### config.mk
export PLATFORM = sky130hd
export DESIGN_NAME = alu_issue_ctrl
export DESIGN_NICKNAME = d
export VERILOG_FILES = /design/src/rtl/alu_issue_ctrl.sv
export SDC_FILE = /design/constraint.sdc
export NUM_CORES = 1
export LEC_CHECK = 0
export CORE_MARGIN = 8
export CORE_UTILIZATION = 42
export DETAILED_ROUTE_END_ITERATION = 7
export HOLD_SLACK_MARGIN = 0.06
export PLACE_DENSITY = 0.8
export SYNTH_ARGS = -nofsm -noshare
export SYNTH_HDL_FRONTEND = slang
export SYNTH_SLANG_ARGS = --single-unit
### constraint.sdc
create_clock -name clk -period 6.54 [get_ports clk]
set_input_delay 1.635 -clock clk [delete_from_list [all_inputs] [get_ports clk]]
set_output_delay 1.635 -clock clk [all_outputs]
set_load 0.01 [all_outputs]
### src/rtl/alu_issue_ctrl.sv
`timescale 1ns/1ps
`default_nettype none
// ============================================================================
// Module   : alu_issue_ctrl
// Purpose  : Issues one decoded operation at a time to the PE ALU. Operands
//            and select stay registered and stable until the ALU reports
//            completion. The result and Zero flag are then returned to
//            writeback over a valid/ready handshake. Illegal selects and
//            ALU timeouts are reported in place of a result.
// Ports    : clk, rst (async, active-high)
//            req_*   : decode-side request (valid/ready, operands, sel, rd)
//            alu_*   : registered ALU operands/select, start pulse, and
//                      ALU result/zero/complete inputs
//            wb_*    : writeback response (valid/ready, data, zero, rd,
//                      illegal, timeout)
//            issued_cnt : count of ops sent to the ALU, wraps at 16 bits
// Revision : 1.0 - initial release
// ============================================================================
module alu_issue_ctrl #(
  parameter int DATA_W         = 32,
  parameter int TIMEOUT_CYCLES = 64
) (
  input  logic              clk,
  input  logic              rst,
  input  logic              req_valid,
  output logic              req_ready,
  input  logic [DATA_W-1:0] req_a,
  input  logic [DATA_W-1:0] req_b,
  input  logic [4:0]        req_sel,
  input  logic [4:0]        req_rd,
  output logic [DATA_W-1:0] alu_A,
  output logic [DATA_W-1:0] alu_B,
  output logic [4:0]        alu_sel,
  output logic              alu_start,
  input  logic [DATA_W-1:0] alu_out,
  input  logic              alu_zero,
  input  logic              alu_complete,
  output logic              wb_valid,
  input  logic              wb_ready,
  output logic [DATA_W-1:0] wb_data,
  output logic              wb_zero,
  output logic [4:0]        wb_rd,
  output logic              wb_illegal,
  output logic              wb_timeout,
  output logic [15:0]       issued_cnt
);

  // Counter only has to reach TIMEOUT_CYCLES-1.
  localparam int                CNT_W       = $clog2(TIMEOUT_CYCLES);
  localparam logic [CNT_W-1:0]  c_WAIT_LAST = CNT_W'(TIMEOUT_CYCLES - 1);
  localparam logic [4:0]        c_SEL_MAX   = 5'b10011;

  localparam logic [1:0] c_ST_IDLE = 2'd0;
  localparam logic [1:0] c_ST_WAIT = 2'd1;
  localparam logic [1:0] c_ST_RESP = 2'd2;

  logic [1:0]        state_q,      state_d;
  logic [DATA_W-1:0] alu_a_q,      alu_a_d;
  logic [DATA_W-1:0] alu_b_q,      alu_b_d;
  logic [4:0]        alu_sel_q,    alu_sel_d;
  logic              alu_start_q,  alu_start_d;
  logic [CNT_W-1:0]  wait_cnt_q,   wait_cnt_d;
  logic [DATA_W-1:0] wb_data_q,    wb_data_d;
  logic              wb_zero_q,    wb_zero_d;
  logic [4:0]        wb_rd_q,      wb_rd_d;
  logic              wb_illegal_q, wb_illegal_d;
  logic              wb_timeout_q, wb_timeout_d;
  logic [15:0]       issued_cnt_q, issued_cnt_d;

  logic w_sel_legal;
  assign w_sel_legal = (req_sel <= c_SEL_MAX);

  always_comb begin
    state_d      = state_q;
    alu_a_d      = alu_a_q;
    alu_b_d      = alu_b_q;
    alu_sel_d    = alu_sel_q;
    alu_start_d  = 1'b0;
    wait_cnt_d   = wait_cnt_q;
    wb_data_d    = wb_data_q;
    wb_zero_d    = wb_zero_q;
    wb_rd_d      = wb_rd_q;
    wb_illegal_d = wb_illegal_q;
    wb_timeout_d = wb_timeout_q;
    issued_cnt_d = issued_cnt_q;

    case (state_q)
      c_ST_IDLE: begin
        if (req_valid) begin
          wb_rd_d = req_rd;
          if (w_sel_legal) begin
            alu_a_d      = req_a;
            alu_b_d      = req_b;
            alu_sel_d    = req_sel;
            alu_start_d  = 1'b1;
            wait_cnt_d   = '0;
            issued_cnt_d = issued_cnt_q + 16'd1;
            state_d      = c_ST_WAIT;
          end else begin
            // Rejected without touching the ALU-side registers.
            wb_data_d    = '0;
            wb_zero_d    = 1'b0;
            wb_illegal_d = 1'b1;
            state_d      = c_ST_RESP;
          end
        end
      end

      c_ST_WAIT: begin
        wait_cnt_d = wait_cnt_q + CNT_W'(1);
        // A complete seen in the first WAIT cycle may still be the previous
        // op's level, so it is not trusted until wait_cnt has moved on.
        if (alu_complete && (wait_cnt_q != '0)) begin
          wb_data_d = alu_out;
          wb_zero_d = alu_zero;
          state_d   = c_ST_RESP;
        end else if (wait_cnt_q == c_WAIT_LAST) begin
          wb_data_d    = '0;
          wb_zero_d    = 1'b0;
          wb_timeout_d = 1'b1;
          state_d      = c_ST_RESP;
        end
      end

      c_ST_RESP: begin
        if (wb_ready) begin
          wb_illegal_d = 1'b0;
          wb_timeout_d = 1'b0;
          state_d      = c_ST_IDLE;
        end
      end

      default: state_d = c_ST_IDLE;
    endcase
  end

  always_ff @(posedge clk or posedge rst) begin
    if (rst) begin
      state_q      <= c_ST_IDLE;
      alu_a_q      <= '0;
      alu_b_q      <= '0;
      alu_sel_q    <= '0;
      alu_start_q  <= 1'b0;
      wait_cnt_q   <= '0;
      wb_data_q    <= '0;
      wb_zero_q    <= 1'b0;
      wb_rd_q      <= '0;
      wb_illegal_q <= 1'b0;
      wb_timeout_q <= 1'b0;
      issued_cnt_q <= '0;
    end else begin
      state_q      <= state_d;
      alu_a_q      <= alu_a_d;
      alu_b_q      <= alu_b_d;
      alu_sel_q    <= alu_sel_d;
      alu_start_q  <= alu_start_d;
      wait_cnt_q   <= wait_cnt_d;
      wb_data_q    <= wb_data_d;
      wb_zero_q    <= wb_zero_d;
      wb_rd_q      <= wb_rd_d;
      wb_illegal_q <= wb_illegal_d;
      wb_timeout_q <= wb_timeout_d;
      issued_cnt_q <= issued_cnt_d;
    end
  end

  assign req_ready  = (state_q == c_ST_IDLE);
  assign wb_valid   = (state_q == c_ST_RESP);
  assign alu_A      = alu_a_q;
  assign alu_B      = alu_b_q;
  assign alu_sel    = alu_sel_q;
  assign alu_start  = alu_start_q;
  assign wb_data    = wb_data_q;
  assign wb_zero    = wb_zero_q;
  assign wb_rd      = wb_rd_q;
  assign wb_illegal = wb_illegal_q;
  assign wb_timeout = wb_timeout_q;
  assign issued_cnt = issued_cnt_q;

endmodule
`default_nettype wire

==> impl_results.html <==
<table>
<tr><th>Metric</th><th>Value</th></tr>
<tr><th colspan="2">Status</th></tr>
<tr><td>Status</td><td>completed</td></tr>
<tr><th colspan="2">Setup path</th></tr>
<tr><td>Worst setup path endpoint</td><td>issued_cnt[2]$_DFFE_PP0P_</td></tr>
<tr><td>Worst-case register-to-register setup slack</td><td>4030 ps</td></tr>
<tr><td>Reg-to-Reg Start</td><td>state_q[0]$_DFFE_PP0P_</td></tr>
<tr><td>Reg2reg end</td><td>wb_data[10]$_DFFE_PP0P_</td></tr>
<tr><td>Classification of the worst setup path</td><td>in2reg</td></tr>
<tr><td>Worst endpoint required time</td><td>6830 ps</td></tr>
<tr><td>Crit. Startpoint</td><td>req_valid</td></tr>
<tr><td>Critical Path Start Type</td><td>input port</td></tr>
<tr><td>Number of cells on the worst reg-to-reg path</td><td>3</td></tr>
<tr><td>Critical Path Sink Type</td><td>flip-flop</td></tr>
<tr><td>Largest fanout of any net on the critical path</td><td>73</td></tr>
<tr><td>Arrival time at the worst endpoint</td><td>3880 ps</td></tr>
<tr><th colspan="2">Detailed routing</th></tr>
<tr><td>Final WL</td><td>16000 um</td></tr>
<tr><td>Average routed wire per standard cell</td><td>17.1 um</td></tr>
<tr><td>Number of design-rule violations left by the first detailed-router iteration</td><td>284</td></tr>
<tr><td>Drc violations</td><td>0</td></tr>
<tr><td>Vias</td><td>4571</td></tr>
<tr><td>Total iterations of the first detailed-routing run</td><td>5</td></tr>
<tr><td>Routed via count divided by cell count</td><td>4.88</td></tr>
<tr><td>Number of nets with antenna violations after routing</td><td>0</td></tr>
<tr><th colspan="2">STA</th></tr>
<tr><td>Worst Hold Margin</td><td>472 ps</td></tr>
<tr><td>Clock skew</td><td>5.08 ps</td></tr>
<tr><td>Slew at the pin closest to its max-slew limit</td><td>1220 ps</td></tr>
<tr><td>Number of hold violations in the final report</td><td>0</td></tr>
<tr><td>Final setup viols</td><td>0</td></tr>
<tr><td>RSZ-0062 raised after global routing</td><td>false</td></tr>
<tr><td>Worst slew slack as a fraction of its limit</td><td>0.190</td></tr>
<tr><td>Crit path time final</td><td>3590 ps</td></tr>
<tr><td>Fraction of the cycle the final worst path needs</td><td>0.549</td></tr>
<tr><td>Maximum operating frequency</td><td>279 MHz</td></tr>
<tr><td>Number of slew-limit violations in the final report</td><td>0</td></tr>
<tr><td>Final total negative setup slack</td><td>0 ps</td></tr>
<tr><th colspan="2">Floorplan</th></tr>
<tr><td>Die span in x</td><td>128 um</td></tr>
<tr><td>Total Die Area</td><td>16400 sq um</td></tr>
<tr><td>Placeable Area</td><td>12400 sq um</td></tr>
<tr><td>Site Rows</td><td>41</td></tr>
<tr><td>Initial cell density of the core</td><td>0.424</td></tr>
<tr><td>Top-level I/O count</td><td>240</td></tr>
<tr><td>DIE HEIGHT</td><td>128 um</td></tr>
<tr><th colspan="2">Clocking</th></tr>
<tr><td>Insertion delay to the later sink of the worst-skew pair</td><td>410 ps</td></tr>
<tr><td>CTS tree</td><td>yes</td></tr>
<tr><td>Number of buffers on the longest clock path</td><td>2</td></tr>
<tr><td>Post-CTS repair timing setup buffer count</td><td>0</td></tr>
<tr><td>Clock transition at the registers of the reported paths</td><td>50 ps</td></tr>
<tr><td>Quantity of hold-fixing buffers added after cts</td><td>0</td></tr>
<tr><td>Max H-tree Level</td><td>4</td></tr>
<tr><td>TritonCTS Sinks</td><td>134</td></tr>
<tr><td>Cts bufs inserted</td><td>17</td></tr>
<tr><td>Number of gates resized after cts</td><td>0</td></tr>
<tr><td>Library cell used as clock root buffer</td><td>sky130_fd_sc_hd__clkbuf_16</td></tr>
<tr><th colspan="2">Hold path</th></tr>
<tr><td>Type of the worst min-delay path</td><td>reg2reg</td></tr>
<tr><td>Hold path depth</td><td>2</td></tr>
<tr><td>Hold Crit Start</td><td>alu_sel[3]$_DFFE_PP0P_</td></tr>
<tr><th colspan="2">Yosys</th></tr>
<tr><td>Share of the synthesized area in the top cell type</td><td>0.637</td></tr>
<tr><td>Synthesis warning total</td><td>0</td></tr>
<tr><td>Synthesis-stage register bit count</td><td>134</td></tr>
<tr><td>Cell with the most instances after synthesis</td><td>sky130_fd_sc_hd__nand2_1</td></tr>
<tr><td>Count of unique library cells instantiated by Yosys</td><td>38</td></tr>
<tr><td>Post-synth top area cell</td><td>sky130_fd_sc_hd__dfrtp_1</td></tr>
<tr><td>Total standard cell area after synthesis</td><td>5270 sq um</td></tr>
<tr><td>Number of enable-type register cells in the synthesized netlist</td><td>0</td></tr>
<tr><td>Post-synthesis instance total</td><td>516</td></tr>
<tr><td>Net count of the mapped netlist</td><td>631</td></tr>
<tr><td>Mean instance size in the synthesized netlist</td><td>10.2 sq um</td></tr>
<tr><td>Ys async rst share</td><td>1.00</td></tr>
<tr><td>Leading cell types by count after synthesis</td><td>233 x sky130_fd_sc_hd__nand2_1, 134 x sky130_fd_sc_hd__dfrtp_1, 33 x sky130_fd_sc_hd__a22o_1</td></tr>
<tr><td>Post-synthesis sequential area ratio</td><td>0.637</td></tr>
<tr><td>Main synth FF type</td><td>sky130_fd_sc_hd__dfrtp_1</td></tr>
<tr><td>Top area cells in the synthesized netlist</td><td>sky130_fd_sc_hd__dfrtp_1 64%, sky130_fd_sc_hd__nand2_1 17%, sky130_fd_sc_hd__a22o_1 5.5%</td></tr>
<tr><th colspan="2">Finish</th></tr>
<tr><td>Number of filler instances in the final layout</td><td>993</td></tr>
<tr><td>Post-layout net count</td><td>866</td></tr>
<tr><td>Share of final-layout standard cells stronger than drive strength 1</td><td>0.0550</td></tr>
<tr><td>ANT cells</td><td>0</td></tr>
<tr><td>Fraction of the core area covered by cells at the end of the flow</td><td>0.675</td></tr>
<tr><td>Synth-to-Final Area Change</td><td>59.0%</td></tr>
<tr><td>Cell area after layout</td><td>8380 sq um</td></tr>
<tr><th colspan="2">Global routing</th></tr>
<tr><td>Remaining Overflow, GRT</td><td>0</td></tr>
<tr><td>Antenna violations before repair</td><td>0</td></tr>
<tr><td>Maximum number of pins on one net before global-route repair</td><td>87</td></tr>
<tr><td>First-pass GRT wire length</td><td>25500 um</td></tr>
<tr><td>Via count of the first global-routing pass</td><td>4912</td></tr>
<tr><td>All-Layer GR Usage</td><td>0.199</td></tr>
<tr><th colspan="2">Placement</th></tr>
<tr><td>Half-perimeter wire length after placement</td><td>11500 um</td></tr>
<tr><td>Placer's final routability congestion estimate</td><td>0.849</td></tr>
<tr><td>Placed instance area</td><td>7770 sq um</td></tr>
<tr><td>Input/output buffers</td><td>239</td></tr>
<tr><th colspan="2">Pwr</th></tr>
<tr><td>Leakage</td><td>3.94 nW</td></tr>
<tr><td>Tot Pwr</td><td>3.91 mW</td></tr>
<tr><td>VDD IR max</td><td>0.221 mV</td></tr>
<tr><td>Pwr Density</td><td>466 nW/um^2</td></tr>
<tr><th colspan="2">Run</th></tr>
<tr><td>Count of maximum capacitance violations</td><td>0</td></tr>
</table>
where the power goes:
part	leakage [nW]	total [mW]	switching [mW]	internal, mW
logic	1.93	1.54	0.704	0.836
clock network	0.304	0.979	0.336	0.643
registers	1.71	1.39	0.219	1.17
worst max-delay path, cell delays in order:
cell and delay, ps:
sky130_fd_sc_hd__clkdlybuf4s50_1 540, sky130_fd_sc_hd__nor3b_2 410, sky130_fd_sc_hd__nand2_2 110, sky130_fd_sc_hd__inv_2 850
sky130_fd_sc_hd__nand2_1 160, sky130_fd_sc_hd__xnor2_1 170
cells in the final DEF (no fill, tap or decap), drive strengths merged, types with 4 or more instances in the layout:
master           n
o21a             4
inv              8
nor2             8
clkbuf          21
xnor2           11
nor3             4
clkdlybuf4s50  239
xor2             4
a21oi            5
o21ai            8
nand2          233
nand3            7
nand4            5
bufinv           4
clkinv           7
dfrtp          134
a22o            33
sequential cells by signal, indices dropped and copies added (netlist names):
register    count
alu_B          32
wb_timeout      1
issued_cnt     16
wb_rd           5
alu_sel         5
alu_start       1
wait_cnt_q      6
wb_data        32
wb_zero         1
wb_illegal      1
alu_A          32
state_q         2
routing by layer:
layer	track usage	share of wire	vias up
met5	0	0	-
met4	0.0965	0.029	0
met3	0.0948	0.10	37
met2	0.320	0.49	178
met1	0.218	0.38	2207
li1	-	-	2149
kinds of logic after synthesis:
group	share of synthesized area
AND/OR/NAND/NOR	0.211
flip-flops	0.637
AO/OA/AOI/OAI	0.0891
buffers and inverters	0.0311
XOR/XNOR	0.0249
adder cells (fa/ha/maj)	0.00713
layout make-up:
type	count	area, sq um	area share
tap	172	215	0.0257
clock buffer	21	450	0.0538
clock inverter	11	155	0.0185
sequential	134	3350	0.400
timing repair buffer	242	2410	0.288
inverter	8	35.0	0.00418
multi-input combinational	348	1750	0.209
stage by stage:
stage,std cells,setup WS (ps)
6_report,936,2950
5_1_grt,936,2650
4_1_cts,936,2860
3_5_place_dp,904,2460
3_3_place_gp,904,2550
2_1_floorplan,516,1320
worst min-delay path by stage:
| stage | endpoint | slack (ps) |
|---|---|---|
| 2_1_floorplan | wait_cnt_q[0]$_DFFE_PP0P_ | 490 |
| 3_3_place_gp | alu_B[30]$_DFFE_PP0P_ | 460 |
| 3_5_place_dp | alu_B[11]$_DFFE_PP0P_ | 460 |
| 4_1_cts | alu_B[11]$_DFFE_PP0P_ | 470 |
| 5_1_grt | alu_A[21]$_DFFE_PP0P_ | 500 |
| 6_report | alu_sel[3]$_DFFE_PP0P_ | 470 |
No activity file was read; power rests on OpenSTA's default activity.
